[config.mk]
export PLATFORM = sky130hd
export DESIGN_NAME = l2_writeback_buffer_flat
export DESIGN_NICKNAME = d
export VERILOG_FILES = /design/src/rtl/l2_writeback_buffer_if.sv /design/src/rtl/l2_writeback_buffer.sv /design/src/flat_wrapper.sv
export SDC_FILE = /design/constraint.sdc
export NUM_CORES = 1
export LEC_CHECK = 0
export BUFFER_PORTS_ARGS = -buffer_cell sky130_fd_sc_hd__buf_2
export CORE_AREA = 5 5 425 427
export CTS_BUF_LIST = sky130_fd_sc_hd__clkbuf_8 sky130_fd_sc_hd__clkbuf_16
export DETAILED_ROUTE_END_ITERATION = 7
export DIE_AREA = 0 0 430 432
export PLACE_DENSITY_LB_ADDON = 0.3
export SYNTH_ARGS = -nofsm -noshare
export SYNTH_HDL_FRONTEND = slang
export SYNTH_SLANG_ARGS = --single-unit
[constraint.sdc]
create_clock -name clk -period 4.15 [get_ports clk]
set_input_delay 0.6225 -clock clk [delete_from_list [all_inputs] [get_ports clk]]
set_output_delay 0.6225 -clock clk [all_outputs]
set_load 0.05 [all_outputs]
[src/rtl/l2_writeback_buffer_if.sv]
// Bus bundle between the L2 pmem port, the write-back buffer and physical memory.
// Latency: none, wiring only.
// Backpressure: request/resp hold-until-resp handshake on both the L2 and memory sides.
interface l2_writeback_buffer_if #(
   parameter int ADDR_W = 32,
   parameter int LINE_W = 256
);
   // L2-facing side
   logic [ADDR_W-1:0] mem_address;
   logic [LINE_W-1:0] mem_rdata;
   logic [LINE_W-1:0] mem_wdata;
   logic              mem_read;
   logic              mem_write;
   logic              mem_resp;

   // memory-facing side
   logic [ADDR_W-1:0] pmem_address;
   logic [LINE_W-1:0] pmem_rdata;
   logic [LINE_W-1:0] pmem_wdata;
   logic              pmem_read;
   logic              pmem_write;
   logic              pmem_resp;

   // status
   logic              wb_full;

   // the buffer itself: takes L2 requests, issues memory requests
   modport slave (
      input  mem_address, mem_wdata, mem_read, mem_write,
      input  pmem_rdata, pmem_resp,
      output mem_rdata, mem_resp,
      output pmem_address, pmem_wdata, pmem_read, pmem_write,
      output wb_full
   );

   // the environment: L2 requester plus memory responder
   modport master (
      output mem_address, mem_wdata, mem_read, mem_write,
      output pmem_rdata, pmem_resp,
      input  mem_rdata, mem_resp,
      input  pmem_address, pmem_wdata, pmem_read, pmem_write,
      input  wb_full
   );
endinterface

[src/rtl/l2_writeback_buffer.sv]
// Single-entry write-back buffer between the L2 pmem port and physical memory.
// Latency: 1 cycle to mem_resp for buffered writes/read hits; misses and drains follow memory latency.
// Backpressure: L2 holds its request until mem_resp; fills pre-empt an idle drain, an active drain is never aborted.
module l2_writeback_buffer #(
   parameter int ADDR_W   = 32,
   parameter int LINE_W   = 256,
   parameter int OFFSET_W = 5
) (
   input logic                   clk,
   input logic                   rst_n,
   l2_writeback_buffer_if.slave  bus
);

   localparam int TAG_W = ADDR_W - OFFSET_W;

   typedef enum logic [1:0] {
      IDLE  = 2'd0,
      READ  = 2'd1,
      DRAIN = 2'd2,
      RESP  = 2'd3
   } state_t;

   state_t            state;
   state_t            state_nx;

   logic              valid;
   logic [TAG_W-1:0]  tag;
   logic [LINE_W-1:0] data;
   logic [LINE_W-1:0] rdata_q;

   logic [TAG_W-1:0]  req_tag;
   logic              match;

   // IDLE decode of the pending L2 request; read always wins over a simultaneous write
   logic              rd_hit;
   logic              rd_miss;
   logic              wr_capture;
   logic              wr_evict;
   logic              idle_drain;

   // memory-side strobes and the outputs they produce
   logic              pmem_read_c;
   logic              pmem_write_c;
   logic              mem_resp_c;
   logic [ADDR_W-1:0] pmem_address_c;

   assign req_tag = bus.mem_address[ADDR_W-1:OFFSET_W];
   assign match   = valid && (req_tag == tag);

   // classify the current L2 request as seen from IDLE
   always_comb begin
      rd_hit     = 1'b0;
      rd_miss    = 1'b0;
      wr_capture = 1'b0;
      wr_evict   = 1'b0;
      idle_drain = 1'b0;
      if (state == IDLE) begin
         if (bus.mem_read) begin
            rd_hit  = match;
            rd_miss = !match;
         end else if (bus.mem_write) begin
            wr_capture = !valid || match;
            wr_evict   = valid && !match;
         end else begin
            idle_drain = valid;
         end
      end
   end

   // state register
   always_ff @(posedge clk) begin
      if (!rst_n) begin
         state <= IDLE;
      end else begin
         state <= state_nx;
      end
   end

   // next-state logic
   always_comb begin
      state_nx = state;
      unique case (state)
         IDLE: begin
            if (rd_hit || wr_capture) begin
               state_nx = RESP;
            end else if (rd_miss) begin
               state_nx = READ;
            end else if (wr_evict || idle_drain) begin
               state_nx = DRAIN;
            end else begin
               state_nx = IDLE;
            end
         end
         READ: begin
            if (bus.pmem_resp) begin
               state_nx = RESP;
            end
         end
         DRAIN: begin
            // the blocked write (if any) is re-evaluated from IDLE once the line is out
            if (bus.pmem_resp) begin
               state_nx = IDLE;
            end
         end
         RESP: begin
            state_nx = IDLE;
         end
         default: begin
            state_nx = IDLE;
         end
      endcase
   end

   // output decode, purely from state so read and write strobes are exclusive
   always_comb begin
      pmem_read_c    = 1'b0;
      pmem_write_c   = 1'b0;
      mem_resp_c     = 1'b0;
      pmem_address_c = '0;
      unique case (state)
         READ: begin
            pmem_read_c    = 1'b1;
            pmem_address_c = {req_tag, {OFFSET_W{1'b0}}};
         end
         DRAIN: begin
            pmem_write_c   = 1'b1;
            pmem_address_c = {tag, {OFFSET_W{1'b0}}};
         end
         RESP: begin
            mem_resp_c = 1'b1;
         end
         default: begin
            pmem_address_c = '0;
         end
      endcase
   end

   // buffered line and read-return register; reset drops any undrained line
   always_ff @(posedge clk) begin
      if (!rst_n) begin
         valid   <= 1'b0;
         tag     <= '0;
         data    <= '0;
         rdata_q <= '0;
      end else begin
         if (wr_capture) begin
            // same-line writes coalesce onto the existing entry
            valid <= 1'b1;
            tag   <= req_tag;
            data  <= bus.mem_wdata;
         end else if ((state == DRAIN) && bus.pmem_resp) begin
            valid <= 1'b0;
         end

         if (rd_hit) begin
            rdata_q <= data;
         end else if ((state == READ) && bus.pmem_resp) begin
            rdata_q <= bus.pmem_rdata;
         end
      end
   end

   assign bus.mem_rdata    = rdata_q;
   assign bus.mem_resp     = mem_resp_c;
   assign bus.pmem_address = pmem_address_c;
   assign bus.pmem_wdata   = data;
   assign bus.pmem_read    = pmem_read_c;
   assign bus.pmem_write   = pmem_write_c;
   assign bus.wb_full      = valid;

endmodule

[src/flat_wrapper.sv]
// flat-port wrapper written by rule: the top's interface ports become plain ports
module l2_writeback_buffer_flat 
#(
   parameter int ADDR_W   = 32,
   parameter int LINE_W   = 256,
   parameter int OFFSET_W = 5
)
  (clk, rst_n, bus_mem_address, bus_mem_wdata, bus_mem_read, bus_mem_write, bus_pmem_rdata, bus_pmem_resp, bus_mem_rdata, bus_mem_resp, bus_pmem_address, bus_pmem_wdata, bus_pmem_read, bus_pmem_write, bus_wb_full);
  l2_writeback_buffer_if #(.ADDR_W(ADDR_W), .LINE_W(LINE_W)) bus_i ();
  input logic clk;
  input logic rst_n;
  input wire logic [$bits(bus_i.mem_address)-1:0] bus_mem_address;
  input wire logic [$bits(bus_i.mem_wdata)-1:0] bus_mem_wdata;
  input wire logic [$bits(bus_i.mem_read)-1:0] bus_mem_read;
  input wire logic [$bits(bus_i.mem_write)-1:0] bus_mem_write;
  input wire logic [$bits(bus_i.pmem_rdata)-1:0] bus_pmem_rdata;
  input wire logic [$bits(bus_i.pmem_resp)-1:0] bus_pmem_resp;
  output wire logic [$bits(bus_i.mem_rdata)-1:0] bus_mem_rdata;
  output wire logic [$bits(bus_i.mem_resp)-1:0] bus_mem_resp;
  output wire logic [$bits(bus_i.pmem_address)-1:0] bus_pmem_address;
  output wire logic [$bits(bus_i.pmem_wdata)-1:0] bus_pmem_wdata;
  output wire logic [$bits(bus_i.pmem_read)-1:0] bus_pmem_read;
  output wire logic [$bits(bus_i.pmem_write)-1:0] bus_pmem_write;
  output wire logic [$bits(bus_i.wb_full)-1:0] bus_wb_full;
  assign bus_i.mem_address = bus_mem_address;
  assign bus_i.mem_wdata = bus_mem_wdata;
  assign bus_i.mem_read = bus_mem_read;
  assign bus_i.mem_write = bus_mem_write;
  assign bus_i.pmem_rdata = bus_pmem_rdata;
  assign bus_i.pmem_resp = bus_pmem_resp;
  assign bus_mem_rdata = bus_i.mem_rdata;
  assign bus_mem_resp = bus_i.mem_resp;
  assign bus_pmem_address = bus_i.pmem_address;
  assign bus_pmem_wdata = bus_i.pmem_wdata;
  assign bus_pmem_read = bus_i.pmem_read;
  assign bus_pmem_write = bus_i.pmem_write;
  assign bus_wb_full = bus_i.wb_full;
  l2_writeback_buffer #(.ADDR_W(ADDR_W), .LINE_W(LINE_W), .OFFSET_W(OFFSET_W)) u_core (.clk(clk), .rst_n(rst_n), .bus(bus_i));
endmodule
## Word-level counts from Yosys, hierarchy flattened

Index checks and enable logic that the tools add are counted.

| word-level totals | value |
|---|---|
| register bits | 542 |
| latch bits | 0 |
| memory bits (writable) | 0 |
| memory bits (read-only) | 0 |
| input bits | 549 |
| output and inout bits | 548 |
| word-level logic and storage cells | 51 |
| memories kept | 0 |

| operators by class | value |
|---|---|
| add/subtract/negate cells | 0 |
| $mul | 0 |
| div/mod/pow operators | 0 |
| $lt $le $gt $ge | 0 |
| equal/unequal tests | 6 |
| shifts and indexed selects | 0 |
| mux-type cells | 27 |
| bitwise logic cells | 0 |
| reduce and logical (&&, ||, !) cells | 13 |

Operators with widths:

| kind | count |
|---|---|
| 2-to-1 mux 256 bit | 2 |
| case mux 32 bit (2 select lines) | 1 |
| == test 27 bit | 1 |
| 2-to-1 mux 1 bit | 18 |
| 2-to-1 mux 2 bit | 5 |
| case mux 2 bit (4 select lines) | 1 |
| == test 2 bit (second input constant) | 2 |
| logical AND 1 bit | 4 |
| != test 2 bit (second input constant) | 2 |
| nonzero test 2 bit | 2 |
| logical OR 1 bit | 3 |
| == test 2 x 1 -> 1 bit (second input constant) | 1 |
| logical NOT 1 bit | 2 |
| logical NOT 2 bit | 1 |
| AND reduction 2 bit | 1 |

## Logic depth before layout (Yosys ltp)

Gate-level depths: netlist of the first run.

| depth | value |
|---|---|
| word-level depth | 12 |
| depth in mapped cells | 10 |
| depth with buffers taken out | 6 |

## Least setup slack after synthesis of the first run

Ideal clock, no wire load.

| path | value |
|---|---|
| kind | reg2out |
| start point | reg u_core.state[0] |
| end point | out bus_pmem_address[10] |
| arrival | 2.343 ns |
| required time | 3.527 ns |
| setup slack | 1.184 ns |
| stages on the path, launching flop included | 7 |
| buffers on the path | 2 |
| cells stage by stage | dfxtp_1 inv_1 ha_1 clkbuf_1 clkbuf_1 a22oi_1 nor2b_1 |

| between the ends | value |
|---|---|
| cells in the longest elaborated chain, start to end | 2 |
| elaborated cells on any way between the ends | 3 |
| classes of those cells | eq/ne: 2; mux: 1 |

Ends and longest elaborated chain:

| element | line | source |
|---|---|---|
| start: declaration | l2_writeback_buffer.sv:23 | `state_t state;` |
| start signal: assignment | l2_writeback_buffer.sv:75 | `state <= state_nx;` |
| == test 2 bit or == test 2 x 1 -> 1 bit (tied branches) | l2_writeback_buffer.sv:120 | `unique case (state)` |
| case mux 32 bit (2 select lines) (*) | l2_writeback_buffer.sv:120 |  |
| end: declaration | flat_wrapper.sv:20 | `output wire logic [$bits(bus_i.pmem_address)-1:0] bus_pmem_address;` |

Mark *: on every way between the ends. The rest lies on a longest branch, timed or not.

## Worst setup path after layout of the first run

| path | value |
|---|---|
| start point | reg u_core.state[0] |
| end point | out bus_pmem_address[27] |

The elaborated chain is that of the path after synthesis.

==> results of run 1 <==
-- cell usage after synthesis, drive strengths merged --
master  instances
nand2         572
dfxtp         542
mux2i         539
o21ai         257
o211a         256
clkbuf        187
buf            63
nor2b          29
a22oi          27
xor2           19
xnor2           8
ha              5
nor4            4
nand4           3
inv             2
nand3           2
o21bai          2
or2             2
a21boi          1
a21oi           1
a311oi          1
a31oi           1
conb            1
nor2            1
nor3            1
o31ai           1
o32a            1
o32ai           1
or4b            1
-- where the power goes --
group / total (mW) / leakage (nW) / internal, mW / switching [mW]
Clock: 6.46 / 1.26 / 3.75 / 2.71
Combinational: 6.40 / 12.9 / 1.87 / 4.53
Sequential: 6.46 / 4.40 / 5.88 / 0.582
-- state kept, by name, indices dropped and copies added (netlist names) --
| register | cells |
|---|---|
| u_core.bus.mem_rdata | 256 |
| u_core.bus.pmem_wdata | 256 |
| u_core.bus.wb_full | 1 |
| u_core.state | 2 |
| u_core.tag | 27 |
-- worst register-to-register path: stages (launching register included) --
cell and delay (ns):
dfxtp_1 0.32, xor2_1 0.20, nor4_1 0.38, nand4_1 0.46, o32ai_4 0.60, buf_12 0.49
mux2i_1 0.48
-- routing by layer --
layer	vias to the layer above	GRT usage [%]	share of wire [%]
met5	-	0	0.053
met4	12	4.10	1.9
met3	168	5.44	8.7
met2	824	24.8	49
met1	11500	17.4	40
li1	10900	-	-
-- cell families (layout without fill, tap and decap cells) --
| family | after synthesis | after routing | synth area share [%] |
|---|---|---|---|
| AOI/OAI and AO/OA | 549 | 549 | 16.9 |
| xor gates and xnor gates | 27 | 27 | 0.971 |
| adders and majority gates | 5 | 5 | 0.257 |
| buffers and inverters | 252 | 1285 | 5.20 |
| DFF | 542 | 542 | 44.5 |
| muxes | 539 | 539 | 22.1 |
| other | 1 | 27 | 0.0154 |
| and+or+nand+nor | 615 | 615 | 9.93 |
-- area by class of cell --
cell class	instances	area share, %
multi-input combinational	1740	35.3
inverter	2	0.0216
tap	2340	8.42
clock buffer	90	5.96
antenna	22	0.158
clock inverter	40	1.06
sequential	542	31.2
timing repair buffer	1153	17.9
-- worst min path at each step --
stage | from | to | slack [ns] | cells after the start
2_1_floorplan | u_core.tag[0]$_SDFFE_PN0P_ | u_core.tag[0]$_SDFFE_PN0P_ | 0.46 | 2
3_3_place_gp | u_core.bus.pmem_wdata[69]$_SDFFE_PN0P_ | u_core.bus.pmem_wdata[69]$_SDFFE_PN0P_ | 0.46 | 2
3_5_place_dp | u_core.bus.pmem_wdata[42]$_SDFFE_PN0P_ | u_core.bus.pmem_wdata[42]$_SDFFE_PN0P_ | 0.46 | 2
4_1_cts | bus_mem_wdata[203] | u_core.bus.pmem_wdata[203]$_SDFFE_PN0P_ | 0.08 | 3
5_1_grt | bus_mem_wdata[203] | u_core.bus.pmem_wdata[203]$_SDFFE_PN0P_ | 0.12 | 3
6_report | bus_mem_wdata[210] | u_core.bus.pmem_wdata[210]$_SDFFE_PN0P_ | 0.19 | 3
-- stage by stage --
stage / instances / instance area [um^2] / total power, mW / util, %
CTS: 5907 / 34700 / 19.7 / 19.8
global placement: 5777 / 32300 / 13.0 / 18.4
global route: 5922 / 34800 / 20.2 / 19.8
finish: 5929 / 34800 / 19.3 / 19.8
floorplan: 2534 / 24400 / 10.8 / -
detailed placement: 5777 / 32300 / 13.0 / 18.4
==> impl_metrics.yaml, run 1 <==
timing:
  worstMarginPinSlew_ns: 0.929
  fin_skew_ns: 0.0277
  fin_crit_ns: 3.35
  hold_viol: 0
  slew_headroom_pct: 38.1
  tns_ns: 0
  final-setup-viol-count: 0
  layout_setup_ws_ns: 0.801
  rsz0062_at_grt: "no"
  whs_ns: 0.185
  post-route-period-util_pct: 80.7
  maxSlewViolCount: 0
  fmax_mhz: 299
floorplanning:
  dieWidth_um: 430
  initial_core_util_pct: 13.9
  coreArea_mm2: 0.176
  row_count: 154
  die-area_mm2: 0.186
  die_y_um: 432
  io_pins: 1097
yosys:
  ys_top_cells_by_area: "dfxtp_1, mux2i_1, o211a_1, nand2_1, o21ai_0"
  synth_top_area_share_pct: 44.5
  postSynthCellCount: 2530
  netlist_area_mm2: 0.0244
  ys_ff_latch: 542
  syn_avg_cell_area_um2: 9.63
  yosys.area.top_type: "dfxtp_1"
  ys_seq_area_share_pct: 44.5
  yosysWarnings: 0
  ys_types: 32
hold_path:
  hold_path_class: "primary input to register"
clock_tree:
  cts_resized: 0
  cts_setup_buffers: 0
  cts_buffers: 73
  cts_buffer_depth: 3
  cts_tree: "yes"
  holdBufCountCts: 0
  clock-sinks: 542
  clockRootBuffer: "clkbuf_16"
  clk-insertion-delay-late_ns: 0.68
  clk_pin_slew_ns: 0.06
  cts-htree-levels: 3
setup_path:
  reg2reg_setup_slack_ns: 1.14
  path_max_fanout: 27
  crit_path_end_kind: "output port"
  slowest_stage: "ha_1"
  worst_r2r_path_depth: 6
  crit_start: "u_core.state[0]$_SDFFE_PN0P_"
  crit_type: "register to output port"
  r2r-end: "u_core.bus.pmem_wdata[17]$_SDFFE_PN0P_"
  slowest_delay_ns: 0.89
  arrival_ns: 2.73
  crit_cells: 4
  crit_family: "adder cells"
  cp-endpoint: "bus_pmem_address[27]"
  critical_path_buf_inv_count: 2
  r2r-start: "u_core.tag[3]$_SDFFE_PN0P_"
  crit_required_ns: 3.53
  crit_path_cell_trace: "inv_1 -> ha_1 -> nor2b_1 -> buf_2"
  start_kind: "register"
cells_and_area:
  multi_input_comb_area_mm2: 0.0123
  drive_above_1_share_pct: 35.7
  regArea_mm2: 0.0109
  fillers: 19800
  area_growth_pct: 42.8
  fin_nets: 4066
  final_cell_mix: "buf_2, nand2_1, dfxtp_1"
  final_common_cell: "buf_2"
detailed_routing:
  route.detailed.drc: 0
  routed_wl_um: 144000
  routed_via_density: 3.95
  drt_first_iter_violations: 1510
  drt_first_pass_iters: 5
  drtAntennaViolNets: 0
  wl_per_cell_um: 24.3
  dr_total_vias: 23400
power:
  p_per_area_mw_per_mm2: 555
  ir_worst_vdd_v: 0.000246
  p_leak_nw: 18.5
placed_design:
  post-place-ws_ns: 0.755
  gp_congestion: 0.921
  hpwl_um: 113000
  port_buffers: 1086
global_route:
  grt_pass1_wl_um: 193000
  grt_max_degree: 133
  antenna_found_initial: 46
  grt-ovfl-total: 0
  first_global_vias: 22900
  grtUsageTotal_pct: 14.7
outcome:
  status: "finished clean"
run:
  drv_cap: 0
Note: power is estimated with default switching activity, not from simulation.
==> run 2: changes to the inputs <==
Settings changed: ABC_AREA set to 1, CORE_AREA 5 5 425 427 to 5 5 429 431, DIE_AREA 0 0 430 432 to 0 0 434 436.
Clock period 4.15 ns to 3.3 ns, I/O delays scaled along.
==> impl_metrics.yaml, run 2 <==
timing:
  maxSlewViolCount: 0
  post-route-period-util_pct: 89.2
  worstMarginPinSlew_ns: 0.746
  hold_viol: 0
  tns_ns: 0
  rsz0062_at_grt: "no"
  fin_crit_ns: 2.94
  slew_headroom_pct: 50.2
  final-setup-viol-count: 0
  fmax_mhz: 340
  fin_skew_ns: 0.0343
cells_and_area:
  drive_above_1_share_pct: 31.0
  fin_area_mm2: 0.0332
  area_growth_pct: 48.4
  final_cell_mix: "buf_2, nand2_1, a21oi_1"
  fin_nets: 4684
  instances_no_fill: 6565
  final_common_cell: "buf_2"
  fillers: 20700
setup_path:
  path_max_fanout: 30
  crit_path_end_kind: "output port"
  start_kind: "register"
  reg2reg_setup_slack_ns: 0.77
  crit_required_ns: 2.80
  crit_type: "register to output port"
  crit_start: "u_core.state[1]$_SDFFE_PN0P_"
  cp-endpoint: "bus_pmem_address[17]"
  r2r-end: "u_core.bus.pmem_wdata[91]$_SDFFE_PN0P_"
  arrival_ns: 2.45
  crit_path_cell_trace: "inv_1 -> ha_1 -> buf_4 -> nand2_1 -> a21oi_1 -> buf_2"
  r2r-start: "u_core.tag[13]$_SDFFE_PN0P_"
  slowest_stage: "buf_4"
  worst_r2r_path_depth: 12
  slowest_delay_ns: 0.37
clock_tree:
  cts_buffer_depth: 3
  clock-sinks: 542
  cts-htree-levels: 3
  cts_tree: "yes"
  clk_pin_slew_ns: 0.06
  clk-insertion-delay-late_ns: 0.70
  cts_buffers: 73
  clockRootBuffer: "clkbuf_16"
placed_design:
  place_inst: 6412
  place_area_mm2: 0.0305
  gp_congestion: 0.923
  port_buffers: 1086
  hpwl_um: 118000
yosys:
  ys_seq_area_share_pct: 48.5
  netlist_area_mm2: 0.0224
  syn_avg_cell_area_um2: 7.18
  synth-edff-count: 0
  yosysWarnings: 0
  ys_ff_latch: 542
  postSynthCellCount: 3116
  ys_async_sr_fraction_pct: 0
  yosysMostFrequentCell: "nand2_1"
  yosys.area.top_type: "dfxtp_1"
  synth_top_area_share_pct: 48.5
  synth-main-ff-cell: "dfxtp_1"
  ys_types: 26
  netlist_top_cells_count: "nand2_1, a21oi_1, dfxtp_1, inv_1, nand3_1"
  ys_top_cells_by_area: "dfxtp_1, nand2_1, a21oi_1, nand3_1, o21ai_0"
global_route:
  grt_pass1_wl_um: 199000
  grt_max_degree: 105
  first_global_vias: 24500
  grt-ovfl-total: 0
  grtUsageTotal_pct: 14.9
  antenna_found_initial: 26
floorplanning:
  dieWidth_um: 434
  die_y_um: 436
  row_count: 156
  coreArea_mm2: 0.180
  initial_core_util_pct: 12.4
  io_pins: 1097
  die-area_mm2: 0.189
power:
  p_per_area_mw_per_mm2: 798
  p_leak_nw: 15.6
  ir_worst_vdd_v: 0.000329
detailed_routing:
  routed_wl_um: 149000
  dr_total_vias: 25400
  route.detailed.drc: 0
  wl_per_cell_um: 22.6
  routed_via_density: 3.86
  drtAntennaViolNets: 0
  drt_first_pass_iters: 5
  drt_first_iter_violations: 1823
run:
  drv_cap: 0
outcome:
  status: "finished clean"
hold_path:
  hold_path_class: "primary input to register"
run 2: cell types whose count changed after synthesis, moves of 55 or more:
cell | before | now
clkbuf_1 | 187 | 132
mux2i_1 | 539 | 0
nand3_1 | 2 | 277
o211a_1 | 256 | 0
a21oi_1 | 1 | 569
buf_2 | 5 | 64
inv_1 | 2 | 282
nand2_1 | 572 | 887
run 2: through the flow:
stage | setup slack, ns | utilization [%] | hold WS, ns | total power, mW
after floorplan | 0.415 | - | 0.457 | 14.5
after global placement | 0.456 | 17.0 | 0.452 | 18.2
after detailed placement | 0.430 | 17.0 | 0.455 | 18.3
after CTS | 0.250 | 18.5 | 0.000301 | 26.9
after global routing | 0.199 | 18.5 | 0.0361 | 27.8
final | 0.355 | 18.5 | 0.0882 | 26.5
run 2: cells by family after synthesis:
kind of cell,Yosys count,synth area share [%]
AND/OR/NAND/NOR,1179,21.4
AO/OA/AOI/OAI,838,18.8
flip-flops,542,48.5
buffers and inverters,532,10.3
XOR/XNOR,19,0.744
adder cells (fa/ha/maj),5,0.280
other,1,0.0168
run 2: metal layers:
layer / wire length (um) / share of wire (%) / global-route usage, %
met4: 3970 / 2.7 / 4.47
met1: 56800 / 38 / 17.0
met2: 72800 / 49 / 25.5
met3: 15000 / 10 / 5.94
met5: 27 / 0.018 / 0
run 2: where the power goes:
group          switching (mW)  internal (mW)  total, mW
Clock                    3.44           5.05       8.48
Combinational            7.68           2.17       9.85
Sequential              0.615           7.56       8.17
run 2: worst min path at each step:
stage	from	endpoint	depth (start not counted)
after floorplan	u_core.tag[11]$_SDFFE_PN0P_	u_core.tag[11]$_SDFFE_PN0P_	2
after global placement	u_core.bus.pmem_wdata[5]$_SDFFE_PN0P_	u_core.bus.mem_rdata[5]$_SDFFE_PN0P_	2
after global routing	bus_mem_wdata[85]	u_core.bus.pmem_wdata[85]$_SDFFE_PN0P_	3
after detailed placement	u_core.bus.pmem_wdata[9]$_SDFFE_PN0P_	u_core.bus.mem_rdata[9]$_SDFFE_PN0P_	2
after CTS	bus_mem_wdata[87]	u_core.bus.pmem_wdata[87]$_SDFFE_PN0P_	3
final	bus_mem_wdata[182]	u_core.bus.pmem_wdata[182]$_SDFFE_PN0P_	3
run 2: layout make-up:
type,count,area (um^2),area share [%]
sequential,542,10900,32.7
inverter,283,1080,3.24
antenna,9,22.5,0.0678
timing repair buffer,1184,6460,19.5
clock inverter,36,427,1.28
clock buffer,95,2130,6.41
tap,2370,2970,8.93
multi-input combinational,2046,9270,27.9
run 2: worst max-delay path, delay by kind of cell, from the launching register on:
kind / cells / cell delay, ns
DFF: 1 / 0.34
AOI/OAI and AO/OA: 1 / 0.28
adders and majority gates: 1 / 0.22
and+or+nand+nor: 1 / 0.09
buffers and inverters: 3 / 0.82
run 2: timing repair:
| action | 4_1_cts | 5_1_grt |
|---|---|---|
| buffers inserted | 0 | 0 |
| hold buffers | 13 | 0 |
| resized for setup | 0 | 0 |
| endpoints found under the hold margin | 13 | 0 |
==> run 3: changes to the inputs <==
Settings changed: GPL_TIMING_DRIVEN set to 0.
==> impl_metrics.yaml, run 3 (synthesis gave the netlist of run 2 again) <==
placed_design:
  port_buffers: 1085
  gp_congestion: 0.979
  post-place-ws_ns: -0.297
  hpwl_um: 151000
  place_area_mm2: 0.0308
detailed_routing:
  wl_per_cell_um: 26.7
  drtAntennaViolNets: 0
  routed_wl_um: 180000
  dr_total_vias: 26700
  routed_via_density: 3.95
  drt_first_iter_violations: 1964
  route.detailed.drc: 0
  drt_first_pass_iters: 5
run:
  drv_cap: 0
global_route:
  antenna_found_initial: 48
  grt-ovfl-total: 0
  grt_pass1_wl_um: 234000
  grt_max_degree: 12
  grtUsageTotal_pct: 18.1
  first_global_vias: 26200
clock_tree:
  clockRootBuffer: "clkbuf_16"
  clk_pin_slew_ns: 0.06
  cts_setup_buffers: 0
  cts-htree-levels: 3
  cts_tree: "yes"
  cts_buffer_depth: 3
  cts_buffers: 73
  clk-insertion-delay-late_ns: 0.70
  clock-sinks: 542
power:
  ir_worst_vdd_v: 0.000364
  p_leak_nw: 15.8
  p_per_area_mw_per_mm2: 800
cells_and_area:
  final_cell_mix: "buf_2, nand2_1, a21oi_1"
  fillers: 20800
  fin_nets: 4848
  area_growth_pct: 49.5
  final_common_cell: "buf_2"
  fin_area_mm2: 0.0335
  drive_above_1_share_pct: 30.6
hold_path:
  hold_path_class: "primary input to register"
floorplanning:
  io_pins: 1097
  die_y_um: 436
  coreArea_mm2: 0.180
  dieWidth_um: 434
  initial_core_util_pct: 12.4
  row_count: 156
  die-area_mm2: 0.189
timing:
  whs_ns: 0.0984
  post-route-period-util_pct: 94.9
  layout_setup_ws_ns: 0.168
  maxSlewViolCount: 0
  hold_viol: 0
  fin_skew_ns: 0.0388
  worstMarginPinSlew_ns: 1.23
  slew_headroom_pct: 17.3
  rsz0062_at_grt: "no"
  final-setup-viol-count: 0
  fin_crit_ns: 3.13
  fmax_mhz: 319
setup_path:
  start_kind: "register"
  arrival_ns: 3.64
  crit_type: "register to register"
  crit_required_ns: 3.81
  path_max_fanout: 10
  crit_path_end_kind: "register"
outcome:
  status: "finished clean"
## run 3: changes by cell type in the layout (fill, tap and decap cells not counted), sizes merged
cell	before	now
clkinvlp	2	1
bufinv	6	3
inv	297	299
clkbuf	95	249
dlygate4sd3	13	14
buf	1171	1182
diode	9	27
clkinv	14	9
## run 3: per-layer routing
layer  GRT usage (%)  vias to the layer above  part of all wire, %
li1                -                    12500                    -
met1            20.5                    12900                   38
met2            31.9                     1048                   50
met3            6.28                      212                  9.0
met4            5.77                        8                  3.3
met5               0                        -                0.024
## run 3: final timing paths
path,slack [ns],endpoint,start,depth (start not counted)
setup / recovery,0.17,u_core.bus.pmem_wdata[126]$_SDFFE_PN0P_,u_core.tag[16]$_SDFFE_PN0P_,12
hold / removal,0.1,u_core.bus.pmem_wdata[95]$_SDFFE_PN0P_,bus_mem_wdata[95],3
setup reg to reg,0.17,u_core.bus.pmem_wdata[126]$_SDFFE_PN0P_,u_core.tag[16]$_SDFFE_PN0P_,12
hold reg to reg,0.47,u_core.bus.mem_rdata[227]$_SDFFE_PN0P_,u_core.bus.pmem_wdata[227]$_SDFFE_PN0P_,2
## run 3: metrics by stage
step | total power, mW | cells | TNS (ns) | utilization [%]
2_1_floorplan | 14.5 | 3120 | 0 | -
3_3_place_gp | 18.7 | 6575 | -230.14 | 17.1
3_5_place_dp | 18.7 | 6575 | -7.35 | 17.1
4_1_cts | 27.2 | 6715 | 0 | 18.6
5_1_grt | 28.1 | 6733 | 0 | 18.6
6_report | 26.8 | 6742 | 0 | 18.6
## run 3: critical path: stages, from the launching register on
cell	delay (ns)
dfxtp_1	0.40
xnor2_1	0.13
nand2_1	0.06
nor2_1	0.10
nand2_1	0.10
nor2_2	0.18
nand2_1	0.09
nand2_2	0.09
nand2_4	0.20
buf_6	0.27
clkbuf_2	0.25
o21ai_0	1.00
a21oi_1	0.08
## run 3: power breakdown
part | internal, mW | switching [mW]
combinational | 2.11 | 8.07
clock | 4.89 | 3.40
sequential | 7.56 | 0.733
total | 14.6 | 12.2
## run 3: layout make-up
cell class | count | area (um^2) | share of cell area (%)
diodes | 27 | 67.6 | 0.202
plain buffers | 249 | 1250 | 3.75
clock buffers | 97 | 2190 | 6.55
clock inverters | 29 | 260 | 0.778
inverters | 283 | 1070 | 3.19
multi-input cells | 2046 | 9240 | 27.6
flip-flops and latches | 542 | 10900 | 32.4
well taps | 2370 | 2970 | 8.86
repair buffers | 1099 | 5570 | 16.6
## run 3: repair_timing
item	4_1_cts	5_1_grt
resized for setup	4	3
hold buffers	14	0
gates cloned	0	0
setup endpoints to repair	32	9
endpoints found under the hold margin	14	0
